File: src/rtl/operand_fetch_stage.sv
// Operand fetch stage: reads register-file operands at capture and holds them in a two-entry main/skid buffer.
// Define WB_BYPASS_EN to forward writeback data into captured and held operands.
module operand_fetch_stage #(
    parameter int CTRL_W = 8
) (
    input  logic              clk,
    input  logic              reset,
    input  logic              in_valid,
    output logic              in_ready,
    input  logic [4:0]        in_rs1,
    input  logic [4:0]        in_rs2,
    input  logic [4:0]        in_rd,
    input  logic [31:0]       in_imm,
    input  logic [CTRL_W-1:0] in_ctrl,
    output logic [4:0]        rf_raddr1,
    output logic [4:0]        rf_raddr2,
    input  logic [31:0]       rf_rdata1,
    input  logic [31:0]       rf_rdata2,
    input  logic              wb_en,
    input  logic [4:0]        wb_rd,
    input  logic [31:0]       wb_data,
    input  logic              flush,
    output logic              out_valid,
    input  logic              out_ready,
    output logic [31:0]       out_op1,
    output logic [31:0]       out_op2,
    output logic [31:0]       out_imm,
    output logic [4:0]        out_rd,
    output logic [CTRL_W-1:0] out_ctrl
);

    typedef enum logic [1:0] {EMPTY, ONE, TWO} stateType;

    typedef struct packed {
        logic [4:0]        rs1;
        logic [4:0]        rs2;
        logic [31:0]       op1;
        logic [31:0]       op2;
        logic [31:0]       imm;
        logic [4:0]        rd;
        logic [CTRL_W-1:0] ctrl;
    } entryType;

    stateType state, nextState;
    entryType mainQ, skidQ, mainD, skidD;
    entryType newEntry, mainHeld, skidHeld;
    logic     inFire, outFire;

    assign rf_raddr1 = in_rs1;
    assign rf_raddr2 = in_rs2;
    assign inFire    = in_valid && in_ready;
    assign outFire   = out_valid && out_ready;

`ifdef WB_BYPASS_EN
    function automatic logic [31:0] captureOperand(input logic [4:0] rs, input logic [31:0] rdata,
                                                   input logic en, input logic [4:0] rd,
                                                   input logic [31:0] data);
        if (rs == 5'd0)
            return 32'h0;
        else if (en && rd == rs)
            return data;
        else
            return rdata;
    endfunction

    // A nonzero rs matching the writeback register picks up the freshly written value.
    function automatic entryType refreshEntry(input entryType e, input logic en,
                                              input logic [4:0] rd, input logic [31:0] data);
        entryType r;
        r = e;
        if (en && rd != 5'd0) begin
            if (e.rs1 == rd) r.op1 = data;
            if (e.rs2 == rd) r.op2 = data;
        end
        return r;
    endfunction

    always_comb begin
        newEntry      = '0;
        newEntry.rs1  = in_rs1;
        newEntry.rs2  = in_rs2;
        newEntry.op1  = captureOperand(in_rs1, rf_rdata1, wb_en, wb_rd, wb_data);
        newEntry.op2  = captureOperand(in_rs2, rf_rdata2, wb_en, wb_rd, wb_data);
        newEntry.imm  = in_imm;
        newEntry.rd   = in_rd;
        newEntry.ctrl = in_ctrl;
    end

    assign mainHeld = refreshEntry(mainQ, wb_en, wb_rd, wb_data);
    assign skidHeld = refreshEntry(skidQ, wb_en, wb_rd, wb_data);
`else
    // Writeback port is intentionally ignored in this build.
    logic unusedWb;
    assign unusedWb = ^{wb_en, wb_rd, wb_data};

    always_comb begin
        newEntry      = '0;
        newEntry.rs1  = in_rs1;
        newEntry.rs2  = in_rs2;
        newEntry.op1  = (in_rs1 == 5'd0) ? 32'h0 : rf_rdata1;
        newEntry.op2  = (in_rs2 == 5'd0) ? 32'h0 : rf_rdata2;
        newEntry.imm  = in_imm;
        newEntry.rd   = in_rd;
        newEntry.ctrl = in_ctrl;
    end

    assign mainHeld = mainQ;
    assign skidHeld = skidQ;
`endif

    // NOTE: sequential state uses non-blocking assignments so every flop samples pre-edge values.
    always_ff @(posedge clk or posedge reset) begin
        if (reset) begin
            state <= EMPTY;
            mainQ <= '0;
            skidQ <= '0;
        end else begin
            state <= nextState;
            mainQ <= mainD;
            skidQ <= skidD;
        end
    end

    // NOTE: every combinational output gets a default first so no latch is inferred.
    always_comb begin
        nextState = state;
        mainD     = mainHeld;
        skidD     = skidHeld;
        unique case (state)
            EMPTY: begin
                if (inFire) begin
                    nextState = ONE;
                    mainD     = newEntry;
                end
            end
            ONE: begin
                if (outFire && inFire) begin
                    mainD = newEntry;
                end else if (outFire) begin
                    nextState = EMPTY;
                end else if (inFire) begin
                    nextState = TWO;
                    skidD     = newEntry;
                end
            end
            TWO: begin
                if (outFire) begin
                    nextState = ONE;
                    mainD     = skidHeld;
                end
            end
            default: nextState = EMPTY;
        endcase
        // Flush discards whatever the handshakes did this cycle.
        if (flush) begin
            nextState = EMPTY;
            mainD     = '0;
            skidD     = '0;
        end
    end

    always_comb begin
        in_ready  = !reset && (state != TWO);
        out_valid = (state != EMPTY);
        out_op1   = mainQ.op1;
        out_op2   = mainQ.op2;
        out_imm   = mainQ.imm;
        out_rd    = mainQ.rd;
        out_ctrl  = mainQ.ctrl;
    end

endmodule

File: config.mk
export PLATFORM = sky130hd
export DESIGN_NAME = operand_fetch_stage
export DESIGN_NICKNAME = d
export VERILOG_FILES = /design/src/rtl/operand_fetch_stage.sv
export SDC_FILE = /design/constraint.sdc
export NUM_CORES = 1
export LEC_CHECK = 0
export BUFFER_PORTS_ARGS = -buffer_cell sky130_fd_sc_hd__buf_2
export CORE_MARGIN = 3
export CORE_UTILIZATION = 57
export CTS_CLUSTER_SIZE = 14
export DETAILED_ROUTE_END_ITERATION = 7
export PLACE_DENSITY = 0.85
export SLEW_MARGIN = 10
export SYNTH_ARGS = -nofsm -noshare
export SYNTH_HDL_FRONTEND = slang
export SYNTH_SLANG_ARGS = --single-unit
File: constraint.sdc
create_clock -name clk -period 22.7 [get_ports clk]
set_clock_uncertainty 0.05 [all_clocks]
set_input_delay 6.81 -clock clk [delete_from_list [all_inputs] [get_ports clk]]
set_output_delay 6.81 -clock clk [all_outputs]
set_load 0.1 [all_outputs]
==> flow_summary.json <==
{
  "rsz0062_at_grt": "false",
  "max_freq_ghz": 0.0697,
  "gp_congestion": 0.759,
  "hold_violations": 0,
  "worstSetupStartpoint": "reset",
  "ys.warnings.count": 0,
  "crit_top_cell": "buf_2",
  "port_buffers": 244,
  "ff2ff_path_depth": 8,
  "slowest_stage": "buf_2",
  "cts_made_buffers": 24,
  "worstReg2RegStart": "state[0]",
  "postRouteAntennaNets": 0,
  "synth_cell_type_count": 27,
  "max-vdd-ir-drop_v": 0.000131,
  "async_flop_share_pct": 100,
  "cts_resized": 0,
  "finalSetupTns_ps": 0,
  "io_pins": 283,
  "min_from": "out_op1[21]",
  "synthCells": 938,
  "layout_min_cycle_time_ps": 14350,
  "syn_nets": 1104,
  "drc_errors": 0,
  "tightest_slew_ps": 1190,
  "grt-ovfl-total": 0,
  "cp_data_arrival_time_ps": 7490,
  "cp_top_family": "buffers and inverters",
  "die-area_sq_um": 19200,
  "post-route-util_pct": 71.1,
  "post_cts_buffers": 0,
  "vias": 7914,
  "dr.first_iter.drc_count": 486,
  "drtPass1Iterations": 5,
  "whs_path_depth": 1,
  "crit_path_max_fanout": 4,
  "rrSetupSlack_ps": 19210,
  "synth_edf_count": 0,
  "synth_top_flop_cell": "dfrtp_1",
  "antenna_found_initial": 1,
  "mostFrequentLayoutCells": "243 x buf_2, 220 x dfrtp_1, 158 x nand2_1",
  "yosysTopAreaCellShare_pct": 54.8,
  "area_delta_synth_final_pct": 20.0,
  "postCtsHoldBufs": 0,
  "htree_levels": 1,
  "ys_seq_area_share_pct": 54.8,
  "final_common_cell": "buf_2",
  "slew_headroom_pct": 20.3,
  "min_path_type": "register to register",
  "clockRootBuffer": "clkbuf_16",
  "vias_per_cell": 5.78,
  "clk_latency_ps": 510,
  "netlist_area_sq_um": 10000,
  "status": "finished clean",
  "end_kind": "primary output",
  "cts.path.max_buffers": 3,
  "clock-sinks": 220,
  "setup_viol_count_final": 0,
  "cpPeakStageDelay_ps": 430,
  "fin_nets": 1297,
  "die_h_um": 139,
  "cts_tree": "built",
  "yosys.area.top_type": "dfrtp_1",
  "r2r_end": "out_op1[8]",
  "required_ps": 15840,
  "layout-drive-gt1-share_pct": 35.1,
  "worst_setup_path_start_kind": "input port",
  "synth.area.top_cells": "dfrtp_1 55%, mux2_2 11%, nand2_1 5.9%, a22o_1 5.7%, a21oi_1 5.5%",
  "grt_max_degree": 146,
  "synth_seq_cells": 220,
  "dieWidth_um": 139,
  "drt_wl_total_um": 24900,
  "path_class": "input port to primary output",
  "wl_per_cell_um": 18.2,
  "whs_endpoint": "out_op1[21]",
  "clk_pin_slew_ps": 60,
  "power_density_nw_per_um2": 128,
  "p_leak_uw": 0.00577,
  "maxCapViolCount": 0,
  "avgSynthCellArea_sq_um": 10.7,
  "crit_chain": "buf_2, nor2_1, buf_2",
  "dp_hpwl_um": 15300,
  "grt_pass1_wl_um": 40700,
  "worstPathBufferInverterCount": 2,
  "rows": 47,
  "grt.total_usage_pct": 25.3,
  "core-area_sq_um": 16900,
  "initial_core_util_pct": 59.3,
  "grt_pass1_vias": 7974,
  "finalCritPeriodShare_pct": 63.2,
  "drv_slew": 0
}
==> cell usage after synthesis, types with 2 or more instances <==
master      n
nor2b_1     2
ha_1        4
clkbuf_1   47
buf_6       2
dfrtp_1   220
inv_1       7
buf_4      10
a22o_1     65
mux2_1     10
nand2_1   158
nor2_1     47
nand2b_1    3
a311o_1     2
mux2i_1    45
o31ai_1     2
buf_2      29
nor4_1      2
a21oi_1   111
mux2_2     99
nand3_1    66
==> flip-flops by register name, summed over array words and instances (netlist names) <==
signal,count
out_op1,32
out_op2,32
out_imm,32
out_ctrl,8
state,2
out_rd,5
skidHeld,109
==> worst max-delay path by stage <==
stage,end,slack (ps),cells past startpoint
after floorplan,in_ready,7780,1
after global placement,in_ready,8360,3
after detailed placement,in_ready,8350,3
after CTS,in_ready,8350,3
after global routing,in_ready,8280,3
final,in_ready,8350,3
==> per-stage QoR <==
step	instances	setup WS (ps)	hold WS, ps	instance area (sq um)	power, uW
floorplan	938	7780	447	10000	1050
global placement	1325	8360	421	11300	1160
detailed placement	1325	8350	427	11300	1170
CTS	1368	8350	440	12000	1560
global route	1368	8280	457	12000	1610
finish	1369	8350	435	12000	1550
==> cell type report <==
cell class / count / area (sq um)
tap: 220 / 275
antenna: 1 / 2.50
multi-input combinational: 623 / 4140
inverter: 7 / 33.8
sequential: 220 / 5510
clock buffer: 34 / 709
timing repair buffer: 255 / 1310
fill: 1205 / 4890
clock inverter: 9 / 70.1
==> power breakdown <==
group          internal (uW)  leakage (uW)  switching (uW)
registers                456       0.00295            35.0
clock network            228      0.000394             154
logic                    137       0.00242             537
total                    821       0.00577             726
==> cells by family (layout without fill, tap and decap cells) <==
logic type               count (synthesis)  in the layout  share of synthesized area, %
multiplexers                           154            154                          16.7
other                                    0              1                             0
AO/OA/AOI/OAI                          183            183                          11.8
buffers and inverters                   95            305                          4.44
AND/OR/NAND/NOR                        282            282                          11.7
adder cells (fa/ha/maj)                  4              4                         0.499
flip-flops                             220            220                          54.8
==> layer usage <==
layer | GRT usage, % | vias up | share of wire, %
met2 | 43.4 | 299 | 50
met5 | 0 | - | 0.052
met3 | 6.10 | 57 | 7.5
met1 | 32.1 | 3915 | 39
met4 | 7.36 | 2 | 3.0
li1 | - | 3641 | -
No activity file was read; power rests on OpenSTA's default activity.
